`config.mk`:
```
export PLATFORM = sky130hd
export DESIGN_NAME = ex_mem_stage
export DESIGN_NICKNAME = d
export VERILOG_FILES = /design/src/rtl/ex_mem_stage.sv
export SDC_FILE = /design/constraint.sdc
export NUM_CORES = 1
export LEC_CHECK = 0
export ABC_AREA = 1
export BUFFER_PORTS_ARGS = -buffer_cell sky130_fd_sc_hd__buf_2
export CORE_AREA = 2 2 127 129
export CTS_CLUSTER_SIZE = 8
export DETAILED_ROUTE_END_ITERATION = 10
export DIE_AREA = 0 0 129 131
export PLACE_DENSITY = 0.72
export SLEW_MARGIN = 20
export SYNTH_ARGS = -nofsm -noshare
export SYNTH_HDL_FRONTEND = slang
export SYNTH_SLANG_ARGS = --single-unit
```
`constraint.sdc`:
```
create_clock -name clk -period 1.8 [get_ports clk]
set_input_delay 0.27 -clock clk [delete_from_list [all_inputs] [get_ports clk]]
set_output_delay 0.27 -clock clk [all_outputs]
set_load 0.02 [all_outputs]
```
`src/rtl/ex_mem_stage.sv`:
```
// Execute-to-memory pipeline register with branch resolution, overflow trap
// handling and the memory-stage forwarding source for the ALU bypass.
module ex_mem_stage #(
  parameter int DATA_W = 32,
  parameter int REG_AW = 5,
  parameter int PC_W   = 32,
  parameter int CNT_W  = 8
) (
  input  logic              clk,
  input  logic              rst_n,
  input  logic              ex_valid,
  output logic              ex_ready,
  input  logic [PC_W-1:0]   ex_pc,
  input  logic [DATA_W-1:0] alu_res,
  input  logic              alu_v,
  input  logic              alu_zero,
  input  logic              ex_trap_ov,
  input  logic              ex_beq,
  input  logic              ex_bne,
  input  logic [PC_W-1:0]   ex_br_target,
  input  logic [REG_AW-1:0] ex_rd,
  input  logic              ex_reg_write,
  input  logic              ex_mem_read,
  input  logic              ex_mem_write,
  input  logic [DATA_W-1:0] ex_store_data,
  input  logic              flush,
  input  logic              mem_ready,
  output logic              mem_valid,
  output logic [DATA_W-1:0] mem_alu_res,
  output logic [DATA_W-1:0] mem_store_data,
  output logic [REG_AW-1:0] mem_rd,
  output logic              mem_reg_write,
  output logic              mem_mem_read,
  output logic              mem_mem_write,
  output logic              br_taken,
  output logic [PC_W-1:0]   br_target,
  output logic              ov_exc,
  output logic [PC_W-1:0]   epc,
  output logic [CNT_W-1:0]  ov_count,
  output logic              fwd_valid,
  output logic [REG_AW-1:0] fwd_rd,
  output logic [DATA_W-1:0] fwd_data
);

  localparam logic [0:0] RUN  = 1'b0;
  localparam logic [0:0] HALT = 1'b1;

  logic [0:0]        state_q, state_d;
  logic              mem_valid_q, mem_valid_d;
  logic [DATA_W-1:0] alu_res_q, alu_res_d;
  logic [DATA_W-1:0] store_data_q, store_data_d;
  logic [REG_AW-1:0] rd_q, rd_d;
  logic              reg_write_q, reg_write_d;
  logic              mem_read_q, mem_read_d;
  logic              mem_write_q, mem_write_d;
  logic              br_taken_q, br_taken_d;
  logic [PC_W-1:0]   br_target_q, br_target_d;
  logic              ov_exc_q, ov_exc_d;
  logic [PC_W-1:0]   epc_q, epc_d;
  logic [CNT_W-1:0]  ov_count_q, ov_count_d;
  logic              capture, trap;

  always_comb begin
    ex_ready = (state_q == RUN) && (!mem_valid_q || mem_ready);
    capture  = ex_valid && ex_ready && !flush;
    trap     = capture && ex_trap_ov && alu_v;

    state_d      = state_q;
    mem_valid_d  = mem_valid_q;
    alu_res_d    = alu_res_q;
    store_data_d = store_data_q;
    rd_d         = rd_q;
    reg_write_d  = reg_write_q;
    mem_read_d   = mem_read_q;
    mem_write_d  = mem_write_q;
    br_target_d  = br_target_q;
    epc_d        = epc_q;
    ov_count_d   = ov_count_q;
    br_taken_d   = 1'b0;
    ov_exc_d     = trap;

    if (flush) begin
      mem_valid_d = 1'b0;
      state_d     = RUN;
    end else if (capture) begin
      alu_res_d    = alu_res;
      store_data_d = ex_store_data;
      rd_d         = ex_rd;
      if (trap) begin
        // Trapping entry is kept invisible: no valid, no side-effect controls.
        mem_valid_d = 1'b0;
        reg_write_d = 1'b0;
        mem_read_d  = 1'b0;
        mem_write_d = 1'b0;
        epc_d       = ex_pc;
        state_d     = HALT;
        if (ov_count_q != '1) ov_count_d = ov_count_q + CNT_W'(1);
      end else begin
        mem_valid_d = 1'b1;
        reg_write_d = ex_reg_write;
        mem_read_d  = ex_mem_read;
        mem_write_d = ex_mem_write;
        br_taken_d  = (ex_beq && alu_zero) || (ex_bne && !alu_zero);
        br_target_d = ex_br_target;
      end
    end else if (mem_ready) begin
      mem_valid_d = 1'b0;
    end
  end

  always_ff @(posedge clk or negedge rst_n) begin
    if (!rst_n) begin
      state_q      <= RUN;
      mem_valid_q  <= 1'b0;
      alu_res_q    <= '0;
      store_data_q <= '0;
      rd_q         <= '0;
      reg_write_q  <= 1'b0;
      mem_read_q   <= 1'b0;
      mem_write_q  <= 1'b0;
      br_taken_q   <= 1'b0;
      br_target_q  <= '0;
      ov_exc_q     <= 1'b0;
      epc_q        <= '0;
      ov_count_q   <= '0;
    end else begin
      state_q      <= state_d;
      mem_valid_q  <= mem_valid_d;
      alu_res_q    <= alu_res_d;
      store_data_q <= store_data_d;
      rd_q         <= rd_d;
      reg_write_q  <= reg_write_d;
      mem_read_q   <= mem_read_d;
      mem_write_q  <= mem_write_d;
      br_taken_q   <= br_taken_d;
      br_target_q  <= br_target_d;
      ov_exc_q     <= ov_exc_d;
      epc_q        <= epc_d;
      ov_count_q   <= ov_count_d;
    end
  end

  assign mem_valid      = mem_valid_q;
  assign mem_alu_res    = alu_res_q;
  assign mem_store_data = store_data_q;
  assign mem_rd         = rd_q;
  assign mem_reg_write  = reg_write_q;
  assign mem_mem_read   = mem_read_q;
  assign mem_mem_write  = mem_write_q;
  assign br_taken       = br_taken_q;
  assign br_target      = br_target_q;
  assign ov_exc         = ov_exc_q;
  assign epc            = epc_q;
  assign ov_count       = ov_count_q;
  assign fwd_valid      = mem_valid_q && reg_write_q && (rd_q != '0);
  assign fwd_rd         = rd_q;
  assign fwd_data       = alu_res_q;

endmodule
```
# After elaboration in Yosys (flattened, before gate mapping)
# Cells that the tools add are included.
dict set report classes {
  n_addsub 1
  n_eq_ne 1
  mux 13
  bitwise_logic 3
  n_reduce_logical 23
}
# operator n
set op_table {}
lappend op_table {{$mux W1} 13}
lappend op_table {{$logic_and A1 B1 Y1} 9}
lappend op_table {{$add A8 B1 Y8 const B} 1}
lappend op_table {{$ne A8 B8 Y1 const B} 1}
lappend op_table {{$reduce_and A3 Y1} 2}
lappend op_table {{$reduce_bool A5 Y1} 1}
lappend op_table {{$reduce_and A2 Y1} 2}
lappend op_table {{$reduce_and A4 Y1} 1}
lappend op_table {{$reduce_bool A2 Y1} 2}
lappend op_table {{$logic_not A1 Y1} 3}
lappend op_table {{$not A1 Y1} 3}
lappend op_table {{$reduce_bool A3 Y1} 1}
lappend op_table {{$logic_or A1 B1 Y1} 2}
dict set report totals {
  reg_bits 148
  input_bits 146
  out_inout_bits 186
  elab_cells 54
}

# Longest topological paths before layout
# Gate-level depths: netlist of run 1.
dict set report depth {
  depth_word 10
  depth_mapped 9
  ltp_nobuf 8
}

# Worst setup path after synthesis of run 1
# Ideal clock, no wire load.
dict set report synth_path {
  path_type {reg2reg}
  start {reg ov_count_q[0] (netlist: ov_count[0])}
  end {reg ov_count_q[5] (netlist: ov_count[5])}
  setup_ns 0.117
  t_arrival_ns 1.311
  required_ns 1.683
  path_slack_ns 0.372
  path_stages_with_launch 8
  n_path_buf 0
  synth_period_minus_slack_ns 1.428
  path_cell_list {dfrtp_1 > ha_1 > nand3_1 > inv_1 > nand2_1 > nand2_1 > nand2_1 > nand2_1}
}
dict set report synth_via {
  elab_chain_cells 2
  word_cells_on_any_way 3
  classes_between {1 x add/sub; 1 x eq/ne; 1 x reduce/logical}
}
# item line_no
set synth_rtl {}
lappend synth_rtl {{start, declared} 60} ;# logic [CNT_W-1:0] ov_count_q, ov_count_d;
lappend synth_rtl {{start signal, assigned} 139} ;# ov_count_q <= ov_count_d;
lappend synth_rtl {{parallel branches: the longest is 2 deep, another holds $add A8 B1 Y8} -}
# Several ways; the timed one is not identified.
# A chain may end at the register's enable or synchronous reset.

# Final worst setup path of run 1
dict set report layout_path {
  start {reg rd_q[3] (netlist: fwd_rd[3])}
  end {out fwd_valid}
}
dict set report layout_via {
  elab_chain_cells 2
}
# item line_no
set layout_rtl {}
lappend layout_rtl {{start, declared} 52} ;# logic [REG_AW-1:0] rd_q, rd_d;
lappend layout_rtl {{start signal, assigned} 131} ;# rd_q <= rd_d;
lappend layout_rtl {{$reduce_bool A5 Y1} 155} ;# assign fwd_valid = mem_valid_q && reg_write_q && (rd_q != '0);
lappend layout_rtl {{$logic_and A1 B1 Y1} 155}
lappend layout_rtl {{end, declared} 40} ;# output logic fwd_valid,
# No other way between the ends.

==> impl_metrics.py, run 1 <==
metrics = {
    "drt": {
        "wire_per_inst_um": 14.1,
        "highest_layer": "met4",
        "met3_length_um": 1330,
        "drtIter0Drc": 257,
        "vias": 5552,
        "vias_per_cell": 4.49,
        "met2_wirelength_um": 8490,
        "drt-met1-wl_um": 7130,
        "first_pass_iters": 7,
        "drt_wl_total_um": 17400,
        "drc": 0,
        "postRouteAntennaNets": 0,
    },
    "layout": {
        "final_area_sq_um": 8400,
        "mostFrequentLayoutCells": "nand2_1, buf_2, dfrtp_1",
        "fillers": 1478,
        "final_common_cell": "nand2_1",
        "drive_gt1_share_pct": 37.5,
        "num-nets-final": 1155,
        "area_delta_synth_final_pct": 36.7,
    },
    "worst_setup_path": {
        "critical_path_class": "flip-flop to output pin",
        "cp_top_family": "flip-flops",
        "crit_path_start_kind": "flip-flop",
        "cp_slowest_cell": "dfrtp_1",
        "critPathMaxFanout": 4,
        "crit_chain": "nor3_1 -> nand2_1 -> nand3_1 -> inv_1 -> buf_2",
        "worstPathArrival_ps": 1330,
        "crit_buf_inv": 2,
        "max_stage_delay_ps": 410,
        "crit_required_ps": 1530,
        "cp-end-kind": "output pin",
    },
    "synth": {
        "synth_area_sq_um": 6140,
        "syn-num-nets": 859,
        "synth_warnings": 0,
        "avgSynthCellArea_sq_um": 8.63,
        "yosys.area_share.adder_pct": 0.204,
        "synthXorXnorAreaFrac_pct": 0.143,
        "synth_cell_type_count": 23,
        "synth_compound_area_share_pct": 0.244,
        "ys_seq_elements": 148,
        "synth_top_family_by_area": "simple AND/OR/NAND/NOR gates",
        "synth_cells": 712,
        "ys_seq_area_share_pct": 60.3,
        "yosys.area_share.simple_pct": 30.6,
        "yosys-mux-area-fraction_pct": 0.163,
    },
    "timing": {
        "max_freq_mhz": 624,
        "rsz0062_at_grt": "no",
        "hold_viol": 0,
        "max_slew_margin_pct": 68.1,
        "maxSlewViolCount": 0,
        "finalSetupViolCount": 0,
        "worst_slew_pin_slew_ps": 479,
        "period_minus_slack_ps": 1600,
        "setup-tns-final_ps": 0,
        "post-route-period-util_pct": 89.0,
        "fin_skew_ps": 5.68,
        "fin_ws_ps": 197,
    },
    "floorplan": {
        "pin_count": 332,
        "start_util_pct": 39.4,
        "fp.dieW_um": 129,
        "die_h_um": 131,
        "coreArea_sq_um": 15600,
        "dieArea_sq_um": 16900,
        "rows": 46,
    },
    "clock_tree": {
        "cts_buffer_depth": 2,
        "clkSinkCount": 148,
        "cts_made_buffers": 17,
        "post-cts-setup-buffers": 0,
        "clk_pin_slew_worst_paths_ps": 60,
        "cts_root_buffer": "clkbuf_16",
        "cts_tree": "done",
        "cts_htree_levels": 4,
        "clock_latency_ps": 410,
    },
    "global_routing": {
        "grt.total_usage_pct": 20.2,
        "grt_pass1_vias": 5179,
        "antenna_found_initial": 1,
        "grt_pass1_wl_um": 26400,
        "overflow": 0,
        "grt_max_degree": 67,
    },
    "placed_design": {
        "routabilityCongestion": 0.811,
        "numPortBuffers": 331,
        "place_ws_ps": 278,
        "dpl.hpwl_um": 12800,
        "placed_area_sq_um": 7820,
    },
    "pwr": {
        "pwr_density_cell_nw_per_um2": 1270,
        "total_power_w": 0.0107,
        "p_leak_nw": 5.06,
        "ir_worst_vdd_v": 0.000663,
    },
    "worst_hold_path": {
        "holdCritPathClass": "input pin to flip-flop",
    },
    "flow_run": {
        "maxCapViolations": 0,
    },
    "outcome": {
        "status": "finished, final reports clean",
    },
}
kinds of logic (layout without fill, tap and decap cells):
group	Yosys count	in the layout
simple gates	473	473
buf+inv	85	393
other cells	0	1
compound gates	3	3
mux	1	1
flops	148	148
xor+xnor	1	1
fa+ha+maj	1	1
cells in the mapped netlist (all sizes together):
library cell    n  area share [%]
nand2         416              25
ha              1            0.20
mux2i           1            0.16
nand4           2            0.31
nor2            7            0.73
nand3b          3            0.37
dfrtp         148              60
buf            59             6.7
nand3          44             3.7
nor3            1           0.081
o21ai           3            0.24
xor2            1            0.14
clkbuf         11            0.67
inv            15            0.92
per-stage QoR:
stage	std cells	hold slack [ps]	utilization, %
final	1237	41.8	53.8
after global routing	1237	40.8	53.8
after CTS	1236	27.1	53.8
after detailed placement	1204	251	50.1
after global placement	1204	240	50.1
after floorplan	712	-25.6	-
power by group:
group          internal (W)  switching, W
Clock               0.00198       0.00139
Combinational      0.000988       0.00196
Sequential          0.00396      0.000394
cell type report:
type | count | area [sq um] | share of cell area, %
diodes | 1 | 2.50 | 0.0298
clock inverters | 10 | 103 | 1.22
multi-input cells | 479 | 1930 | 22.9
well taps | 216 | 270 | 3.22
clock buffers | 21 | 460 | 5.48
inverters | 15 | 57.6 | 0.685
flip-flops and latches | 148 | 3700 | 44.1
repair buffers | 347 | 1870 | 22.3
flip-flops by register name, indices dropped and copies added, names as in the netlist:
name            cells
mem_valid           1
ov_exc              1
epc                32
mem_mem_read        1
br_taken            1
state_q             1
ov_count            8
fwd_data           32
mem_mem_write       1
br_target          32
mem_reg_write       1
mem_store_data     32
fwd_rd              5
worst paths after layout:
kind	from	to	slack [ps]	cells after the start
min in group asynchronous	rst_n	epc[23]$_DFFE_PN0P_	360	2
max	fwd_rd[3]$_DFFE_PN0P_	fwd_valid	200	5
min reg2reg	br_target[29]$_DFFE_PN0P_	br_target[29]$_DFFE_PN0P_	460	2
min	ex_pc[24]	epc[24]$_DFFE_PN0P_	40	3
max in group asynchronous	rst_n	fwd_data[25]$_DFFE_PN0P_	860	3
max reg2reg	mem_valid$_DFFE_PN0P_	br_target[27]$_DFFE_PN0P_	270	6
timing repair:
action | in CTS | in global routing
hold buffers | 1 | 0
endpoints found under the setup margin | 0 | 0
endpoints found under the hold margin | 41 | 0
gates resized for setup | 0 | 0
per-layer routing:
metal  GRT usage (%)  up-vias
li1                -     2739
met1            25.0     2556
met2            33.2      231
met3            5.99       26
met4            8.63        0
met5               0        -
worst min-delay path, stage by stage:
cell	delay [ps]
buf_2	70
nand2_1	40
nand2_1	40
(Power assumes the default switching activity.)
==> run 2, diff against run 1 <==
--- a/config.mk
+++ b/config.mk
@@ -11,6 +11,7 @@
 export CTS_CLUSTER_SIZE = 8
 export DETAILED_ROUTE_END_ITERATION = 10
 export DIE_AREA = 0 0 129 131
+export MAX_ROUTING_LAYER = met4
 export PLACE_DENSITY = 0.72
 export SLEW_MARGIN = 20
 export SYNTH_ARGS = -nofsm -noshare
==> run 2 against run 1 <==
  * Core utilization did not move
  * Global-route usage up 0.64 points
  * Sequential power about the same
  * Via count up 0.31%
  * Sequential share of layout area is the same
  * Combinational power about the same
  * Hold slack improved by 3.7 ps
  * Critical path type unchanged
  * Largest cell class unchanged
  * Highest routed layer unchanged
==> impl_metrics.py, run 2 (synthesized netlist as in run 1, its figures left out) <==
metrics = {
    "worst_setup_path": {
        "r2r.worst_path.cells": 6,
        "reg2reg_slack_ps": 280,
        "worstPathArrival_ps": 1330,
        "crit_required_ps": 1530,
        "cp-end-kind": "output pin",
        "r2r_end": "br_target[27]$_DFFE_PN0P_",
        "critical_path_class": "flip-flop to output pin",
        "crit_path_start_kind": "flip-flop",
        "r2r-start": "mem_valid$_DFFE_PN0P_",
        "critPathMaxFanout": 4,
    },
    "flow_run": {
        "maxCapViolations": 0,
    },
    "layout": {
        "drive_gt1_share_pct": 37.5,
        "num-nets-final": 1155,
        "fillers": 1478,
        "final_cells": 1237,
        "area_delta_synth_final_pct": 36.7,
        "mostFrequentLayoutCells": "nand2_1, buf_2, dfrtp_1",
        "regArea_sq_um": 3700,
        "final_common_cell": "nand2_1",
        "multi_input_area_sq_um": 1930,
    },
    "clock_tree": {
        "cts_htree_levels": 4,
        "cts_tree": "done",
        "clock_latency_ps": 410,
        "clk_pin_slew_worst_paths_ps": 60,
        "hold_buffers": 1,
        "clkSinkCount": 148,
        "post-cts-setup-buffers": 0,
        "cts_made_buffers": 17,
        "ctsResizeCount": 0,
        "cts_root_buffer": "clkbuf_16",
        "cts_buffer_depth": 2,
    },
    "drt": {
        "first_pass_iters": 7,
        "vias_per_cell": 4.50,
        "drt_wl_total_um": 17400,
        "drtIter0Drc": 247,
        "drc": 0,
        "vias": 5569,
        "wire_per_inst_um": 14.0,
        "postRouteAntennaNets": 0,
    },
    "timing": {
        "maxSlewViolCount": 0,
        "setup-tns-final_ps": 0,
        "period_minus_slack_ps": 1600,
        "hold_viol": 0,
        "max_slew_margin_pct": 67.8,
        "max_freq_mhz": 624,
        "finalSetupViolCount": 0,
        "worst_slew_pin_slew_ps": 483,
        "fin_skew_ps": 6.41,
        "rsz0062_at_grt": "no",
        "post-route-period-util_pct": 89.0,
    },
    "floorplan": {
        "fp.dieW_um": 129,
        "coreArea_sq_um": 15600,
        "dieArea_sq_um": 16900,
        "start_util_pct": 39.4,
        "die_h_um": 131,
        "pin_count": 332,
        "rows": 46,
    },
    "placed_design": {
        "dpl.hpwl_um": 12800,
        "placed_cells": 1204,
        "numPortBuffers": 331,
        "routabilityCongestion": 0.823,
    },
    "global_routing": {
        "grt.met1_usage_pct": 25.5,
        "grt_pass1_wl_um": 26300,
        "overflow": 0,
        "grt_util_met2_pct": 33.1,
        "grt.total_usage_pct": 20.8,
        "antenna_found_initial": 1,
        "grt_pass1_vias": 5187,
        "busiest_layer": "met2",
        "grt_max_degree": 67,
        "met3_usage_pct": 5.09,
    },
    "worst_hold_path": {
        "holdCritPathClass": "input pin to flip-flop",
        "hold_start": "ex_pc[0]",
        "holdPathStages": 3,
        "min_to": "epc[0]$_DFFE_PN0P_",
    },
    "outcome": {
        "status": "finished, final reports clean",
    },
    "pwr": {
        "pwr_density_cell_nw_per_um2": 1270,
        "ir_worst_vdd_v": 0.000655,
        "p_leak_nw": 5.06,
    },
}
==> run 2: worst max path at each step <==
stage                                          to  depth (start not counted)  slack [ps]                     from
after global placement      mem_valid$_DFFE_PN0P_                          8         310                mem_ready
after CTS                               fwd_valid                          5         180    fwd_rd[3]$_DFFE_PN0P_
after detailed placement    mem_valid$_DFFE_PN0P_                          8         280                mem_ready
after floorplan           ov_count[5]$_DFFE_PN0P_                          7         370  ov_count[0]$_DFFE_PN0P_
final                                   fwd_valid                          5         200    fwd_rd[3]$_DFFE_PN0P_
after global routing                    fwd_valid                          5         110    fwd_rd[3]$_DFFE_PN0P_
==> run 2: cell type report <==
cell class | count | share of cell area, %
flip-flops and latches | 148 | 44.1
multi-input cells | 479 | 22.9
repair buffers | 347 | 22.3
clock buffers | 21 | 5.48
well taps | 216 | 3.22
clock inverters | 10 | 1.22
inverters | 15 | 0.685
diodes | 1 | 0.0298
==> run 2: layer usage <==
layer / wire (um) / part of all wire (%)
met1: 7170 / 41
met2: 8540 / 49
met3: 1240 / 7.1
met4: 433 / 2.5
met5: 0 / 0
==> run 2: critical path, cell delays in order, from the launching register on <==
cell     delay [ps]
dfrtp_1         410
nor3_1          190
nand2_1          70
nand3_1          70
inv_1            40
buf_2           150
==> run 2: power by group <==
group | switching [W] | total [W] | leakage [nW] | internal [W]
clock | 0.00137 | 0.00335 | 0.258 | 0.00198
sequential | 0.000394 | 0.00436 | 1.86 | 0.00396
combinational | 0.00196 | 0.00295 | 2.94 | 0.000988
total | 0.00373 | 0.0107 | 5.06 | 0.00693
==> run 2: stage by stage <==
step                utilization [%]  instance area (sq um)  power, W  hold slack, ps  worst slack, ps
finish                         53.8                   8400    0.0107            45.6              199
global placement               50.1                   7820   0.00732             240              313
detailed placement             50.1                   7820   0.00739             251              278
CTS                            53.8                   8390    0.0108            27.1              176
floorplan                         -                   6140   0.00628           -25.6              372
global route                   53.8                   8400    0.0112            41.3              110
==> run 3, diff against run 2 <==
--- a/config.mk
+++ b/config.mk
@@ -12,7 +12,7 @@
 export DETAILED_ROUTE_END_ITERATION = 10
 export DIE_AREA = 0 0 129 131
 export MAX_ROUTING_LAYER = met4
-export PLACE_DENSITY = 0.72
+export PLACE_DENSITY_LB_ADDON = 0.25
 export SLEW_MARGIN = 20
 export SYNTH_ARGS = -nofsm -noshare
 export SYNTH_HDL_FRONTEND = slang
==> constraint.sdc (replaced) <==
create_clock -name clk -period 1.8 [get_ports clk]
set_input_delay 0.36 -clock clk [delete_from_list [all_inputs] [get_ports clk]]
set_output_delay 0.36 -clock clk [all_outputs]
set_load 0.02 [all_outputs]
==> run 3 against run 2 <==
  * Setup slack lost 140 ps
  * Via count is 2.0% lower
  * Count of clock-buffer cells in the layout fell by 2
  * Final cell count hardly changed
  * Flip-flop and latch count unchanged
  * Critical endpoint unchanged
  * Largest power group unchanged
==> impl_metrics.py, run 3 (synthesized netlist as in run 1, its figures left out) <==
metrics = {
    "placed_design": {
        "placed_area_sq_um": 7800,
        "routabilityCongestion": 0.865,
        "numPortBuffers": 331,
        "dpl.hpwl_um": 12200,
    },
    "floorplan": {
        "fp.dieW_um": 129,
        "pin_count": 332,
        "dieArea_sq_um": 16900,
        "rows": 46,
        "start_util_pct": 39.4,
        "die_h_um": 131,
        "coreArea_sq_um": 15600,
    },
    "clock_tree": {
        "clock_latency_ps": 420,
        "cts_htree_levels": 4,
        "clk_pin_slew_worst_paths_ps": 70,
        "cts_buffer_depth": 2,
        "clkSinkCount": 148,
        "cts_tree": "done",
        "cts_root_buffer": "clkbuf_16",
        "cts_made_buffers": 17,
    },
    "pwr": {
        "pwr_density_cell_nw_per_um2": 1300,
        "p_leak_nw": 5.09,
        "total_power_w": 0.0109,
        "ir_worst_vdd_v": 0.000637,
    },
    "worst_setup_path": {
        "r2r_end": "ov_count[6]$_DFFE_PN0P_",
        "crit_path_start_kind": "flip-flop",
        "critPathMaxFanout": 2,
        "worstPathArrival_ps": 1380,
        "reg2reg_slack_ps": 210,
        "r2r-start": "ov_count[0]$_DFFE_PN0P_",
        "cp-end-kind": "output pin",
        "critical_path_class": "flip-flop to output pin",
        "crit_start": "fwd_rd[3]$_DFFE_PN0P_",
        "r2r.worst_path.cells": 7,
        "crit_required_ps": 1440,
    },
    "worst_hold_path": {
        "holdCritPathClass": "input pin to flip-flop",
        "holdPathStages": 3,
        "min_to": "epc[12]$_DFFE_PN0P_",
        "hold_start": "ex_pc[12]",
    },
    "layout": {
        "drive_gt1_share_pct": 37.9,
        "n_antenna_cell": 0,
        "final_area_sq_um": 8450,
        "fin_util_pct": 54.2,
        "area_delta_synth_final_pct": 37.6,
        "num-nets-final": 1154,
        "fillers": 1472,
        "final_common_cell": "nand2_1",
        "mostFrequentLayoutCells": "nand2_1, buf_2, dfrtp_1",
    },
    "timing": {
        "max_freq_mhz": 574,
        "rsz0062_at_grt": "yes",
        "hold_viol": 0,
        "fin_skew_ps": 8.21,
        "post-route-period-util_pct": 96.8,
        "period_minus_slack_ps": 1740,
        "max_slew_margin_pct": 74.0,
        "finalSetupViolCount": 0,
        "setup-tns-final_ps": 0,
        "hold_ws_ps": 123,
        "worst_slew_pin_slew_ps": 390,
        "maxSlewViolCount": 0,
    },
    "global_routing": {
        "grt_pass1_wl_um": 26300,
        "overflow": 0,
        "grt_max_degree": 73,
        "antenna_found_initial": 0,
        "grt.total_usage_pct": 20.8,
        "grt_pass1_vias": 5117,
    },
    "outcome": {
        "status": "finished, final reports clean",
    },
    "drt": {
        "vias_per_cell": 4.42,
        "postRouteAntennaNets": 0,
        "drtIter0Drc": 326,
        "wire_per_inst_um": 14.2,
        "vias": 5460,
        "drc": 0,
        "first_pass_iters": 4,
        "drt_wl_total_um": 17500,
    },
    "flow_run": {
        "maxCapViolations": 0,
    },
}
-- run 3: cell count changes in the layout (fill, tap and decap cells not counted), moves of 2 or more --
cell,previous run,this run
clkbuf_1,2,0
inv_6,1,3
clkinvlp_4,5,3
buf_4,8,6
-- run 3: area by class of cell --
cell class	count	area, sq um	share of cell area, %
clock inverter	13	149	1.76
inverter	15	57.6	0.681
sequential	148	3700	43.8
tap	216	270	3.20
timing repair buffer	346	1880	22.2
clock buffer	19	453	5.36
multi-input combinational	479	1940	22.9
-- run 3: worst max path at each step --
stage                                           end  slack (ps)  cells after the start
after detailed placement  br_target[19]$_DFFE_PN0P_         160                      9
after floorplan             ov_count[5]$_DFFE_PN0P_         370                      7
after CTS                                 fwd_valid           5                      5
final                                     fwd_valid          60                      5
after global routing                      fwd_valid         -10                      5
after global placement    br_target[12]$_DFFE_PN0P_         200                      9
-- run 3: worst max-delay path: stages (launching register included) --
cell,delay [ps]
dfrtp_1,390
nor3_2,170
nand2_1,120
nand3_2,90
inv_1,40
buf_2,160
-- run 3: metrics by stage --
step / cells / setup WS (ps)
2_1_floorplan: 712 / 372
3_3_place_gp: 1200 / 202
3_5_place_dp: 1200 / 160
4_1_cts: 1236 / 5.04
5_1_grt: 1236 / -12.7
6_report: 1236 / 57.8
-- run 3: what timing repair did --
| item | 4_1_cts | 5_1_grt |
|---|---|---|
| resized for setup | 2 | 1 |
| hold endpoints to repair | 33 | 0 |
| setup buffers | 3 | 0 |
| hold buffers | 1 | 0 |
| pin swaps | 1 | 1 |
| endpoints found under the setup margin | 1 | 1 |
-- run 3: routing by layer --
| metal | vias up | global-route usage (%) | share of wire, % |
|---|---|---|---|
| li1 | 2739 | - | - |
| met1 | 2476 | 26.1 | 44 |
| met2 | 213 | 32.1 | 48 |
| met3 | 32 | 5.74 | 6.1 |
| met4 | 0 | 8.44 | 2.3 |
| met5 | - | - | 0 |
-- run 3: report_power, final --
part	switching, W	internal, W	leakage (nW)
registers	0.000389	0.00396	1.86
logic	0.00198	0.000999	2.95
clock network	0.00148	0.00213	0.287
total	0.00385	0.00710	5.09
